## src/rtl/alu_pwr_seq.sv

```systemverilog
// Power sequencer and start arbiter for the power-gated ALU domain.
// Steps power, domain reset and isolation in a fixed order and issues queued starts only in ON.
module alu_pwr_seq #(
   parameter int unsigned RAMP_CYCLES = 8,
   parameter int unsigned IDLE_CYCLES = 64
) (
   input  logic       clk,
   input  logic       rst_n,
   input  logic       sw_on,
   input  logic       op_req,
   input  logic       alu_busy,
   output logic       alu_start,
   output logic       op_grant,
   output logic       op_drop,
   output logic       alu_pwr_en,
   output logic       iso_en,
   output logic       alu_rst_n,
   output logic       ready,
   output logic [2:0] pwr_state
);

   localparam logic [2:0] ST_OFF  = 3'd0;
   localparam logic [2:0] ST_RAMP = 3'd1;
   localparam logic [2:0] ST_REL  = 3'd2;
   localparam logic [2:0] ST_ON   = 3'd3;
   localparam logic [2:0] ST_ISO  = 3'd4;
   localparam logic [2:0] ST_PDN  = 3'd5;

   localparam logic [7:0] RAMP_LAST = 8'(RAMP_CYCLES - 1);
   localparam logic [7:0] IDLE_MAX  = 8'(IDLE_CYCLES);
   localparam logic       IDLE_EN   = (IDLE_CYCLES != 0);

   logic [2:0] r_state;
   logic [7:0] r_ramp_cnt;
   logic [7:0] r_idle_cnt;
   logic       r_pend;
   logic       r_alu_start;
   logic       r_op_drop;
   logic       r_pwr_en;
   logic       r_iso_en;
   logic       r_alu_rst_n;
   logic       r_ready;

   logic [2:0] w_state_d;
   logic       w_in_on;
   logic       w_issue;
   logic       w_drop;
   logic       w_activity;
   logic       w_idle_done;
   logic       w_enter_ramp;
   logic       w_enter_on;
   logic       w_pend_d;
   logic       w_pwr_en_d;
   logic       w_iso_en_d;
   logic       w_alu_rst_n_d;

   assign w_in_on     = (r_state == ST_ON);
   assign w_issue     = w_in_on & r_pend & ~alu_busy;
   assign w_drop      = op_req & r_pend & ~w_issue;
   assign w_activity  = sw_on | r_pend | op_req | alu_busy | r_alu_start;
   assign w_idle_done = IDLE_EN & (r_idle_cnt == IDLE_MAX);

   // A request arriving on the issue cycle takes the slot the issue frees.
   assign w_pend_d = w_issue ? op_req : (r_pend | op_req);

   always_comb begin
      w_state_d = r_state;
      case (r_state)
         ST_OFF:  if (sw_on | op_req | r_pend) w_state_d = ST_RAMP;
         ST_RAMP: if (r_ramp_cnt == RAMP_LAST) w_state_d = ST_REL;
         ST_REL:  w_state_d = ST_ON;
         ST_ON: begin
            if (~sw_on & ~r_pend & ~alu_busy & ~op_req & w_idle_done) w_state_d = ST_ISO;
         end
         ST_ISO:  w_state_d = ST_PDN;
         ST_PDN:  w_state_d = ST_OFF;
         default: w_state_d = ST_OFF;
      endcase
   end

   assign w_enter_ramp = (w_state_d == ST_RAMP) & (r_state != ST_RAMP);
   assign w_enter_on   = (w_state_d == ST_ON) & ~w_in_on;

   // Power controls are decoded from the next state so they register together with it.
   always_comb begin
      w_pwr_en_d    = 1'b1;
      w_iso_en_d    = 1'b1;
      w_alu_rst_n_d = 1'b0;
      case (w_state_d)
         ST_RAMP: ;
         ST_REL:  w_alu_rst_n_d = 1'b1;
         ST_ON: begin
            w_iso_en_d    = 1'b0;
            w_alu_rst_n_d = 1'b1;
         end
         ST_ISO:  w_alu_rst_n_d = 1'b1;
         ST_PDN:  ;
         default: w_pwr_en_d = 1'b0;
      endcase
   end

   always_ff @(posedge clk or negedge rst_n) begin
      if (!rst_n) begin
         r_state     <= ST_OFF;
         r_pwr_en    <= 1'b0;
         r_iso_en    <= 1'b1;
         r_alu_rst_n <= 1'b0;
         r_ready     <= 1'b0;
      end else begin
         r_state     <= w_state_d;
         r_pwr_en    <= w_pwr_en_d;
         r_iso_en    <= w_iso_en_d;
         r_alu_rst_n <= w_alu_rst_n_d;
         r_ready     <= (w_state_d == ST_ON);
      end
   end

   always_ff @(posedge clk or negedge rst_n) begin
      if (!rst_n) begin
         r_ramp_cnt <= 8'd0;
      end else if (w_enter_ramp) begin
         r_ramp_cnt <= 8'd0;
      end else if (r_state == ST_RAMP) begin
         r_ramp_cnt <= r_ramp_cnt + 8'd1;
      end
   end

   always_ff @(posedge clk or negedge rst_n) begin
      if (!rst_n) begin
         r_idle_cnt <= 8'd0;
      end else if (w_enter_on) begin
         r_idle_cnt <= 8'd0;
      end else if (w_in_on) begin
         if (w_activity) begin
            r_idle_cnt <= 8'd0;
         end else if (r_idle_cnt != IDLE_MAX) begin
            r_idle_cnt <= r_idle_cnt + 8'd1;
         end
      end
   end

   always_ff @(posedge clk or negedge rst_n) begin
      if (!rst_n) begin
         r_pend      <= 1'b0;
         r_alu_start <= 1'b0;
         r_op_drop   <= 1'b0;
      end else begin
         r_pend      <= w_pend_d;
         r_alu_start <= w_issue;
         r_op_drop   <= w_drop;
      end
   end

   assign alu_start  = r_alu_start;
   assign op_grant   = r_alu_start;
   assign op_drop    = r_op_drop;
   assign alu_pwr_en = r_pwr_en;
   assign iso_en     = r_iso_en;
   assign alu_rst_n  = r_alu_rst_n;
   assign ready      = r_ready;
   assign pwr_state  = r_state;

endmodule

```

## config.mk

```make
export PLATFORM = sky130hd
export DESIGN_NAME = alu_pwr_seq
export DESIGN_NICKNAME = d
export VERILOG_FILES = /design/src/rtl/alu_pwr_seq.sv
export SDC_FILE = /design/constraint.sdc
export NUM_CORES = 1
export LEC_CHECK = 0
export BUFFER_PORTS_ARGS = -buffer_cell sky130_fd_sc_hd__buf_2
export CORE_ASPECT_RATIO = 1.2
export CORE_MARGIN = 3
export CORE_UTILIZATION = 60
export DETAILED_ROUTE_END_ITERATION = 8
export PLACE_DENSITY = 0.9
export SYNTH_ARGS = -nofsm -noshare
export SYNTH_HDL_FRONTEND = slang
export SYNTH_SLANG_ARGS = --single-unit
```

## constraint.sdc

```tcl
create_clock -name clk -period 3.15 [get_ports clk]
set_clock_uncertainty 0.1 [all_clocks]
set_input_delay 0.63 -clock clk [delete_from_list [all_inputs] [get_ports clk]]
set_output_delay 0.63 -clock clk [all_outputs]
set_load 0.05 [all_outputs]
```

**Yosys cells after proc, flatten, opt, wreduce, memory -nomap -nowiden**

Cells that the tools add are included.

- Add/sub/neg operators: 2
- Muxes and demuxes: 14
- Bitwise gates (word level): 23
- Reduce and logical (&&, ||, !) cells: 7
- Equality and inequality tests: 13

Operator list:

| cell | count |
|---|---|
| 8-bit two-way mux | 6 |
| 8-bit by 1-bit adder with 8-bit output, second input constant | 2 |
| 3-bit one-hot mux with 5 select lines | 1 |
| 3-bit by 2-bit == test with 1-bit output, second input constant | 4 |
| 1-bit bitwise AND | 10 |
| 3-bit == test, second input constant | 3 |
| 3-bit two-way mux | 3 |
| 8-bit by 3-bit == test with 1-bit output, second input constant | 1 |
| 8-bit by 7-bit == test with 1-bit output, second input constant | 1 |
| 8-bit by 7-bit != test with 1-bit output, second input constant | 1 |
| 1-bit OR | 7 |
| 3-bit by 1-bit == test with 1-bit output, second input constant | 2 |
| 1-bit NOT | 6 |
| 5-bit OR reduction | 1 |
| 1-bit two-way mux | 4 |
| 2-bit nonzero test | 2 |
| 3-bit logical NOT | 1 |
| 3-bit by 1-bit != test with 1-bit output, second input constant | 1 |
| 3-bit nonzero test | 1 |
| 3-bit OR reduction | 1 |
| 2-bit AND reduction | 1 |

- Output and inout bits: 10
- Bits in registers: 26
- Input port bits: 5

**Depth between registers and ports, before layout**

Gate-level depths: netlist of the first run.

- Word-level depth: 11
- Depth in mapped cells: 7

**Worst setup path before layout of the first run**

No wires, ideal clock.

- Path kind: input port to flip-flop
- From: input op_req
- To: register r_idle_cnt[2]
- Setup time: 0.082 ns
- Required time: 2.968 ns
- Path slack: 1.126 ns
- Arrival time: 1.842 ns
- Stages on the path: 6
- Cells stage by stage: or3_1 buf_2 a2111oi_4 buf_6 nand2b_1 a31oi_1

- Cells in the longest elaborated chain, start to end: 9

RTL lines:

| item | RTL line | source |
|---|---|---|
| start: declaration | 10 | `input logic op_req,` |
| 1-bit NOT | 73 | `if (~sw_on & ~r_pend & ~alu_busy & ~op_req & w_idle_done) w_state_d = ST_ISO;` |
| 1-bit bitwise AND (2 in a row) | 73 |  |
| 3-bit two-way mux | 73 |  |
| 3-bit one-hot mux with 5 select lines | 68 | `case (r_state)` |
| 3-bit by 2-bit == test with 1-bit output | 82 | `assign w_enter_on = (w_state_d == ST_ON) & ~w_in_on;` |
| 1-bit bitwise AND | 82 |  |
| 3-bit nonzero test (no line) or 2-bit nonzero test (tied branches) | -- |  |
| 2-bit AND reduction (no line) | -- |  |
| end signal: assignment | 137 | `r_idle_cnt <= r_idle_cnt + 8'd1;` |
| end: declaration | 35 | `logic [7:0] r_idle_cnt;` |

Several ways; a longest one is shown, not always the timed one. The select of a mux whose other input is x is not followed.
A chain may end at the register's enable or synchronous reset.

**Final worst setup path of the first run**

- From: input op_req
- To: register r_idle_cnt[4]

The elaborated chain is that of the path after synthesis.

==> results of run 1 <==
-- sequential cells by signal, summed over array words and instances, names as in the netlist --
| signal | count |
|---|---|
| alu_pwr_en | 1 |
| alu_rst_n | 1 |
| alu_start | 1 |
| iso_en | 1 |
| op_drop | 1 |
| pwr_state | 3 |
| r_idle_cnt | 8 |
| r_pend | 1 |
| r_ramp_cnt | 8 |
| ready | 1 |
-- final cells by class --
cell class	count	share of cell area [%]
clock buffers	4	1.87
inverters	6	1.61
multi-input cells	95	42.6
flip-flops and latches	26	46.5
well taps	28	2.50
repair buffers	14	5.00
-- layer usage --
layer	vias up	routed length (um)	global-route usage (%)	share of wire [%]
met5	-	0	0	0
met4	0	10	8.13	0.41
met3	2	78	2.87	3.2
met2	25	1330	35.8	54
met1	515	1040	24.0	42
li1	494	-	-	-
-- power groups by stage --
stage               clock (uW)  combinational [uW]  sequential (uW)
floorplan                    0                23.6              361
global placement             0                42.1              356
detailed placement           0                44.5              357
CTS                        146                44.7              350
global route               165                49.2              353
finish                     140                44.3              350
-- worst paths after layout --
path,to
setup reg to reg,r_idle_cnt[4]
setup / recovery,r_idle_cnt[4]
hold / removal,r_idle_cnt[2]
hold reg to reg,r_ramp_cnt[7]
max in group asynchronous,iso_en
min in group clk,r_ramp_cnt[7]
-- metrics by stage --
step / cells / cell area [um2] / hold WS, ns / worst slack (ns) / utilization, %
final: 173 / 1400 / 0.193 / 1.10 / 72.5
after floorplan: 132 / 1300 / 0.234 / 1.13 / -
after detailed placement: 169 / 1380 / 0.367 / 0.775 / 71.1
after global placement: 169 / 1380 / 0.357 / 0.832 / 71.1
after global routing: 173 / 1400 / 0.199 / 0.934 / 72.5
after CTS: 173 / 1400 / 0.196 / 1.12 / 72.5
-- cells by family (layout without fill, tap and decap cells) --
logic type                 count (synthesis)  in the layout  share of synthesized area [%]
AOI/OAI and AO/OA                         26             26                           14.5
muxes                                      4              4                           3.07
buffers and inverters                     11             24                           4.13
DFF                                       26             26                           50.0
and+or+nand+nor                           59             59                           23.3
adders and majority gates                  3              3                           2.88
xor gates and xnor gates                   3              3                           2.02
-- cells in the mapped netlist (2+ instances only) --
library cell / number
a21o_1: 3
a21oi_1: 6
a22o_1: 2
a31oi_1: 3
and3_1: 5
clkbuf_1: 2
dfrtp_1: 25
ha_1: 3
inv_1: 5
mux2i_1: 4
nand2_1: 11
nand2b_1: 3
nand3_1: 8
nand4_1: 2
nor2_1: 15
nor3_1: 4
o21ai_1: 5
or3_1: 2
xor2_1: 2
==> metrics.cfg, run 1 <==
[status]
status=completed

[route]
drc=0
wirelength_mm=2.46
ant_nets=0
route.vias.total=1036
firstDrtPassIters=4
drtIter0Drc=20
wl_per_cell_um=14.2
vias_per_cell=5.99

[clock_tree]
cts_made_buffers=3
ctsResizeCount=0
tritoncts=done
cts_buffer_depth=2
cts.sinks=26
hold_buffers=0
htreeDepth=1
post_cts_buffers=0
clkTransAtPathRegs_ns=0.13
ctsRootBufferMaster=clkbuf_4
insertion_delay_ns=0.31

[logic_synthesis]
syn_area_mm2=0.00130
syn_nets=140
synth_area_leaders=dfrtp_1 48%, nor2_1 4.3%, nand2_1 3.2%
synth_top_area_share_pct=48.0
synth_ff_type=dfrtp_1
synth_area_leader_cell=dfrtp_1
synth_seq_cells=26
yosysWarningCount=0
synth_cell_types=41
yosysSeqAreaShare_pct=50.0
async_flop_share_pct=100
synthCells=132
avgSynthCellArea_um2=9.87
synth_edf_count=0

[power_and_ir_drop]
ir_worst_vdd_uv=282
p_leak_uw=0.000654
seq_power_share_pct=65.5
switchingPower_uw=130
p_total_uw=535
switching_share_pct=24.2
p_int_uw=405
clkPwrFrac_pct=26.2
p_per_area_mw_per_mm2=382
pwr-share-comb_pct=8.3

[sta]
finalSetupViolations=0
relSlewSlack_pct=58.3
final-hold-violation-count=0
worstMarginPinSlew_ns=0.626
post-route-period-util_pct=65.2
tns_ns=0
fmax_ghz=0.487
rsz0062_at_grt=false
layout_min_cycle_time_ns=2.05
drv_slew=0

[setup_path]
cp_num_buf_inv=1
end_kind=flip-flop
cp.arrival_ns=2.20
crit_family=compound AO/OA/AOI/OAI gates
crit_start=op_req
path_cells=buf_2 -> or3_1 -> a2111oi_4 -> nand2b_1 -> a31oi_1
path_depth=5
cp-start-kind=primary input
r2r_slack_ns=1.11
cpMaxStageDelayCell=a2111oi_4
crit_type=primary input to flip-flop
critPathMaxFanout=11
cpPeakStageDelay_ns=0.66
r2r_start=pwr_state[2]
ff2ff_path_depth=4
required_ns=3.30

[floorplan]
die_h_um=57.0
start_util_pct=67.3
die-width_um=48.5
core-area_mm2=0.00194
die_area_mm2=0.00277
rows=17
io_pins=15

[finish]
drive_above_1_share_pct=13.8
num-fill-cells=147
mostFrequentLayoutCells=25 x dfrtp_1, 15 x nor2_1, 14 x buf_2
layout_commonest_cell=dfrtp_1
nets=154
regArea_um2=652
num_antenna_cells=0
area_delta_synth_final_pct=7.69
multiInputGateArea_um2=597

[placement]
post-dp-hpwl_mm=1.79
globalplace.congestion=0.813
io_buffer_count=14

[global_route]
grt_pass1_wl_mm=4.32
grt-ovfl-total=0
antenna_found_initial=0
grt_start_max_net_pins=27
grt_usage_pct=19.9
first_global_vias=966

[min_path]
hold_path.class=primary input to async pin

[flow_run]
cap_violations=0

(Power assumes the default switching activity.)
==> run 2, diff against run 1 <==
- CORE_UTILIZATION: 60 -> 56
- PLACE_DENSITY: 0.9 -> 0.85
- clock period: 3.15 -> 1.9 ns (I/O delays scaled with it)
==> metrics.cfg, run 2 (synthesis results as in run 1) <==
[placement]
globalplace.congestion=0.870  ; +6.9%
post-dp-hpwl_mm=1.87  ; +4.9%
place_ws_ns=0.00338  ; -0.772 ns
placed_cells=177  ; +4.7%
io_buffer_count=14  ; unchanged

[clock_tree]
insertion_delay_ns=0.31  ; about the same
tritoncts=done
cts_buffer_depth=2  ; unchanged
cts_made_buffers=3  ; unchanged
clkTransAtPathRegs_ns=0.13  ; about the same
cts.sinks=26  ; unchanged
ctsResizeCount=0  ; unchanged
ctsRootBufferMaster=clkbuf_4
htreeDepth=1  ; unchanged

[finish]
area_delta_synth_final_pct=15.2
nets=164  ; +6.5%
layout_commonest_cell=dfrtp_1
mostFrequentLayoutCells=23 x dfrtp_1, 15 x nor2_1, 14 x buf_2
drive_above_1_share_pct=21.3  ; +7.5 points
num_antenna_cells=0  ; unchanged
regArea_um2=654  ; +0.38%
num-fill-cells=162  ; +10%
multiInputGateArea_um2=602  ; +0.84%
finalNonFillerCells=185  ; +6.9%

[setup_path]
cp-start-kind=flip-flop
path_cells=inv_1 -> ha_1 -> nor4bb_1 -> buf_4 -> a2111oi_4 -> buf_4 -> a21o_1 -> a22o_1
cpPeakStageDelay_ns=0.42  ; -0.24 ns
required_ns=2.02  ; -1.28 ns
crit_type=flip-flop to flip-flop
critPathMaxFanout=11  ; unchanged
cp.arrival_ns=1.96  ; -0.24 ns
end_kind=flip-flop
worst_path_most_repeated_cell=buf_4
cpMaxStageDelayCell=dfrtp_1

[sta]
finalSetupViolations=0  ; unchanged
layout_min_cycle_time_ns=1.84
relSlewSlack_pct=63.1  ; +4.8 points
drv_slew=0  ; unchanged
final-hold-violation-count=0  ; unchanged
layout_setup_ws_ns=0.0597  ; -1.04 ns
rsz0062_at_grt=true
fmax_ghz=0.543
post-route-period-util_pct=96.9
worstMarginPinSlew_ns=0.554  ; -0.0720 ns

[floorplan]
die_area_mm2=0.00294  ; +6.3%
core-area_mm2=0.00214  ; +11%
die-width_um=50.0  ; +3.1%
start_util_pct=60.9  ; -6.4 points
io_pins=15  ; unchanged
die_h_um=58.8  ; +3.1%
rows=18  ; +1

[power_and_ir_drop]
p_per_area_mw_per_mm2=631  ; +65%
seq_power_share_pct=61.1  ; -4.4 points
pwr-share-comb_pct=10.7  ; +2.4 points
p_leak_uw=0.000708  ; +8.3%
ir_worst_vdd_uv=557  ; +97%
switching_share_pct=23.1  ; -1.2 points
clkPwrFrac_pct=28.2  ; +2.0 points
switchingPower_uw=218  ; +68%
p_int_uw=728  ; +79%

[global_route]
first_global_vias=1025  ; +6.1%
grt_pass1_wl_mm=4.59  ; +6.2%
antenna_found_initial=0  ; unchanged
grt_start_max_net_pins=27  ; unchanged
grt_usage_pct=20.3  ; +0.38 points
grt-ovfl-total=0  ; unchanged

[route]
vias_per_cell=5.55  ; -7.4%
route.vias.total=1026  ; -0.97%
wl_per_cell_um=13.9  ; -2.7%
drtIter0Drc=33  ; +65%
wirelength_mm=2.56  ; +4.1%
drc=0  ; unchanged
ant_nets=0  ; unchanged
firstDrtPassIters=6  ; +2

[min_path]
hold_path.class=primary input to flip-flop

[status]
status=completed

[flow_run]
cap_violations=0  ; unchanged

-- run 2: area by class of cell --
| cell class | instances | share of cell area [%] |
|---|---|---|
| Timing Repair Buffer | 24 | 9.84 |
| Inverter | 6 | 1.50 |
| Clock buffer | 4 | 2.42 |
| Tap cell | 30 | 2.50 |
| Sequential cell | 26 | 43.6 |
| Multi-Input combinational cell | 95 | 40.1 |
-- run 2: worst max-delay path: cells and delay by family (launching register included) --
kind	cells	cell delay, ns
compound gates	3	0.38
fa+ha+maj	1	0.13
buf+inv	3	0.46
flops	1	0.42
simple gates	1	0.26
-- run 2: final timing paths --
check	cells after the start	end	slack [ns]	from
worst max register to register	8	r_idle_cnt[3]	0.06	r_idle_cnt[1]
worst min register to register	1	r_ramp_cnt[7]	0.38	r_ramp_cnt[7]
min in group asynchronous	2	r_idle_cnt[4]	0.48	rst_n
worst min-delay path	2	r_pend	0.18	op_req
max in group asynchronous	2	pwr_state[0]	0.82	rst_n
worst max-delay path	8	r_idle_cnt[3]	0.06	r_idle_cnt[1]
-- run 2: power by group through the flow --
stage	registers, uW	clock network (uW)	logic (uW)
6_report	578	267	102
5_1_grt	580	302	111
4_1_cts	583	278	73.8
3_5_place_dp	593	0	71.7
3_3_place_gp	592	0	70.1
2_1_floorplan	598	0	39.5
-- run 2: stage by stage --
stage                     instance area [um2]  total power [uW]  hold slack [ns]  utilization [%]  TNS (ns)
after floorplan                          1310               637          -0.0156                -         0
after global placement                   1430               663            0.294             66.9         0
after detailed placement                 1430               665            0.305             66.9         0
after CTS                                1480               935            0.164             69.1         0
after global routing                     1500               993            0.183             70.1  -0.00632
final                                    1500               946            0.178             70.1         0
-- run 2: metal layers --
metal | share of wire [%] | wire [um] | vias up | track usage (%)
met3 | 2.3 | 58 | 2 | 3.80
met5 | 0 | 0 | - | 0
li1 | - | - | 518 | -
met2 | 53 | 1350 | 15 | 34.1
met1 | 45 | 1140 | 491 | 25.8
met4 | 0.51 | 13 | 0 | 7.91
-- run 2: what timing repair did --
item	4_1_cts	5_1_grt
hold buffers	1	0
buffers inserted	0	3
endpoints found under the setup margin	0	5
hold endpoints to repair	25	0
==> run 3, diff against run 2 <==
- GPL_ROUTABILITY_DRIVEN: default -> 0
- PLACE_DENSITY: 0.85 -> 0.77
==> metrics.cfg, run 3 (synthesis results as in run 1) <==
[clock_tree]
cts_buffer_depth=2  ; unchanged
htreeDepth=1  ; unchanged
cts.sinks=26  ; unchanged
ctsRootBufferMaster=clkbuf_4
cts_made_buffers=3  ; unchanged
tritoncts=done
clkTransAtPathRegs_ns=0.14  ; about the same
insertion_delay_ns=0.32  ; about the same

[sta]
fmax_ghz=0.560  ; +3.1%
worstMarginPinSlew_ns=0.561  ; +0.00697 ns
final-hold-violation-count=0  ; unchanged
tns_ns=0  ; unchanged
layout_min_cycle_time_ns=1.78  ; -0.0559 ns
rsz0062_at_grt=false
finalSetupViolations=0  ; unchanged
relSlewSlack_pct=62.6  ; -0.46 points
post-route-period-util_pct=93.9  ; -2.9 points
layout_setup_ws_ns=0.116  ; +0.0559 ns
drv_slew=0  ; unchanged

[setup_path]
r2r-end=r_idle_cnt[2]
cp-start-kind=flip-flop
cpPeakStageDelay_ns=0.41  ; about the same
required_ns=2.05  ; +0.03 ns
crit_type=flip-flop to flip-flop
ff2ff_path_depth=8  ; unchanged
cpMaxStageDelayCell=dfrtp_1
critPathMaxFanout=11  ; unchanged
r2r_start=r_idle_cnt[0]
path_cells=inv_1 -> ha_1 -> nor4bb_1 -> buf_4 -> a2111oi_4 -> buf_6 -> nand2b_1 -> a31oi_1
cp.arrival_ns=1.94  ; -0.02 ns
end_kind=flip-flop
r2r_slack_ns=0.12  ; +0.06 ns
crit_start=r_idle_cnt[0]

[finish]
nets=163  ; -0.61%
drive_above_1_share_pct=20.8  ; -0.51 points
area_delta_synth_final_pct=14.9
layout_commonest_cell=dfrtp_1
mostFrequentLayoutCells=23 x dfrtp_1, 15 x nor2_1, 14 x buf_2
num-fill-cells=158  ; -2.5%
num_antenna_cells=0  ; unchanged

[placement]
place_ws_ns=0.0170  ; +0.0136 ns
io_buffer_count=14  ; unchanged
post-dp-hpwl_mm=1.87  ; -0.47%

[global_route]
grt-ovfl-total=0  ; unchanged
grt_start_max_net_pins=27  ; unchanged
grt_usage_pct=19.7  ; -0.58 points
grt_pass1_wl_mm=4.37  ; -4.7%
antenna_found_initial=0  ; unchanged
first_global_vias=996  ; -2.8%

[floorplan]
start_util_pct=60.9  ; unchanged
core-area_mm2=0.00214  ; unchanged
rows=18  ; unchanged
die_area_mm2=0.00294  ; unchanged
io_pins=15  ; unchanged
die-width_um=50.0  ; unchanged
die_h_um=58.8  ; unchanged

[route]
wl_per_cell_um=13.6  ; -1.5%
ant_nets=0  ; unchanged
drc=0  ; unchanged
firstDrtPassIters=4  ; -2
route.vias.total=1043  ; +1.7%
drtIter0Drc=22  ; -33%
wirelength_mm=2.51  ; -2.1%
vias_per_cell=5.67  ; +2.2%

[min_path]
hp-start=op_req
worstHoldEndpoint=r_pend
hold_path.class=primary input to flip-flop
min_path_cells=2  ; unchanged

[power_and_ir_drop]
ir_worst_vdd_uv=441  ; -21%
p_per_area_mw_per_mm2=643  ; +2.0%
p_leak_uw=0.000703  ; -0.67%

[flow_run]
cap_violations=0  ; unchanged

[status]
status=completed

==> run 3: changes by cell type in the layout (fill, tap and decap cells not counted), sizes merged <==
cell	previous run	this run
buf	23	22
==> run 3: layout make-up <==
class | instances | area, um2 | area share (%)
clock buffer | 4 | 36.3 | 2.42
inverter | 6 | 22.5 | 1.51
multi-input combinational | 95 | 602 | 40.2
sequential | 26 | 654 | 43.7
tap | 30 | 37.5 | 2.51
timing repair buffer | 23 | 144 | 9.62
==> run 3: repair_timing <==
action | in CTS | in global routing
buffers inserted | 0 | 2
resized for setup | 0 | 1
hold endpoints to repair | 25 | 0
hold buffers | 1 | 0
endpoints found under the setup margin | 0 | 6
==> run 3: power by group <==
part           leakage [uW]  switching, uW  internal [uW]
clock             0.0000210            164            117
sequential         0.000289           12.6            566
combinational      0.000393           58.3           44.7
total              0.000703            235            728
==> run 3: stage by stage <==
step / hold slack [ns] / instance area, um2 / total power, uW / util (%) / std cells
after floorplan: -0.0156 / 1310 / 637 / - / 132
after global placement: 0.298 / 1430 / 662 / 66.9 / 177
after detailed placement: 0.305 / 1430 / 666 / 66.9 / 177
after CTS: 0.154 / 1480 / 945 / 69.1 / 182
after global routing: 0.143 / 1500 / 1010 / 69.9 / 184
final: 0.163 / 1500 / 963 / 69.9 / 184
==> run 3: routing by layer <==
| metal | routed length (um) | track usage (%) |
|---|---|---|
| met4 | 41 | 8.30 |
| met2 | 1350 | 35.4 |
| met1 | 1070 | 23.2 |
| met3 | 49 | 3.04 |
| met5 | 0 | 0 |
==> run 3: worst max-delay path by stage <==
stage	slack (ns)	cells after the start	endpoint
global route	0.004	8	r_idle_cnt[4]
global placement	0.05	6	r_idle_cnt[3]
detailed placement	0.02	6	r_idle_cnt[4]
finish	0.12	8	r_idle_cnt[2]
floorplan	0.009	6	r_idle_cnt[2]
CTS	0.04	8	r_idle_cnt[4]
==> run 3: worst max-delay path: cells and delay by family (launching register included) <==
family | cells | cell delay (ns)
AO/OA/AOI/OAI | 2 | 0.46
adder cells (fa/ha/maj) | 1 | 0.18
buffers and inverters | 3 | 0.40
flip-flops | 1 | 0.41
AND/OR/NAND/NOR | 2 | 0.18
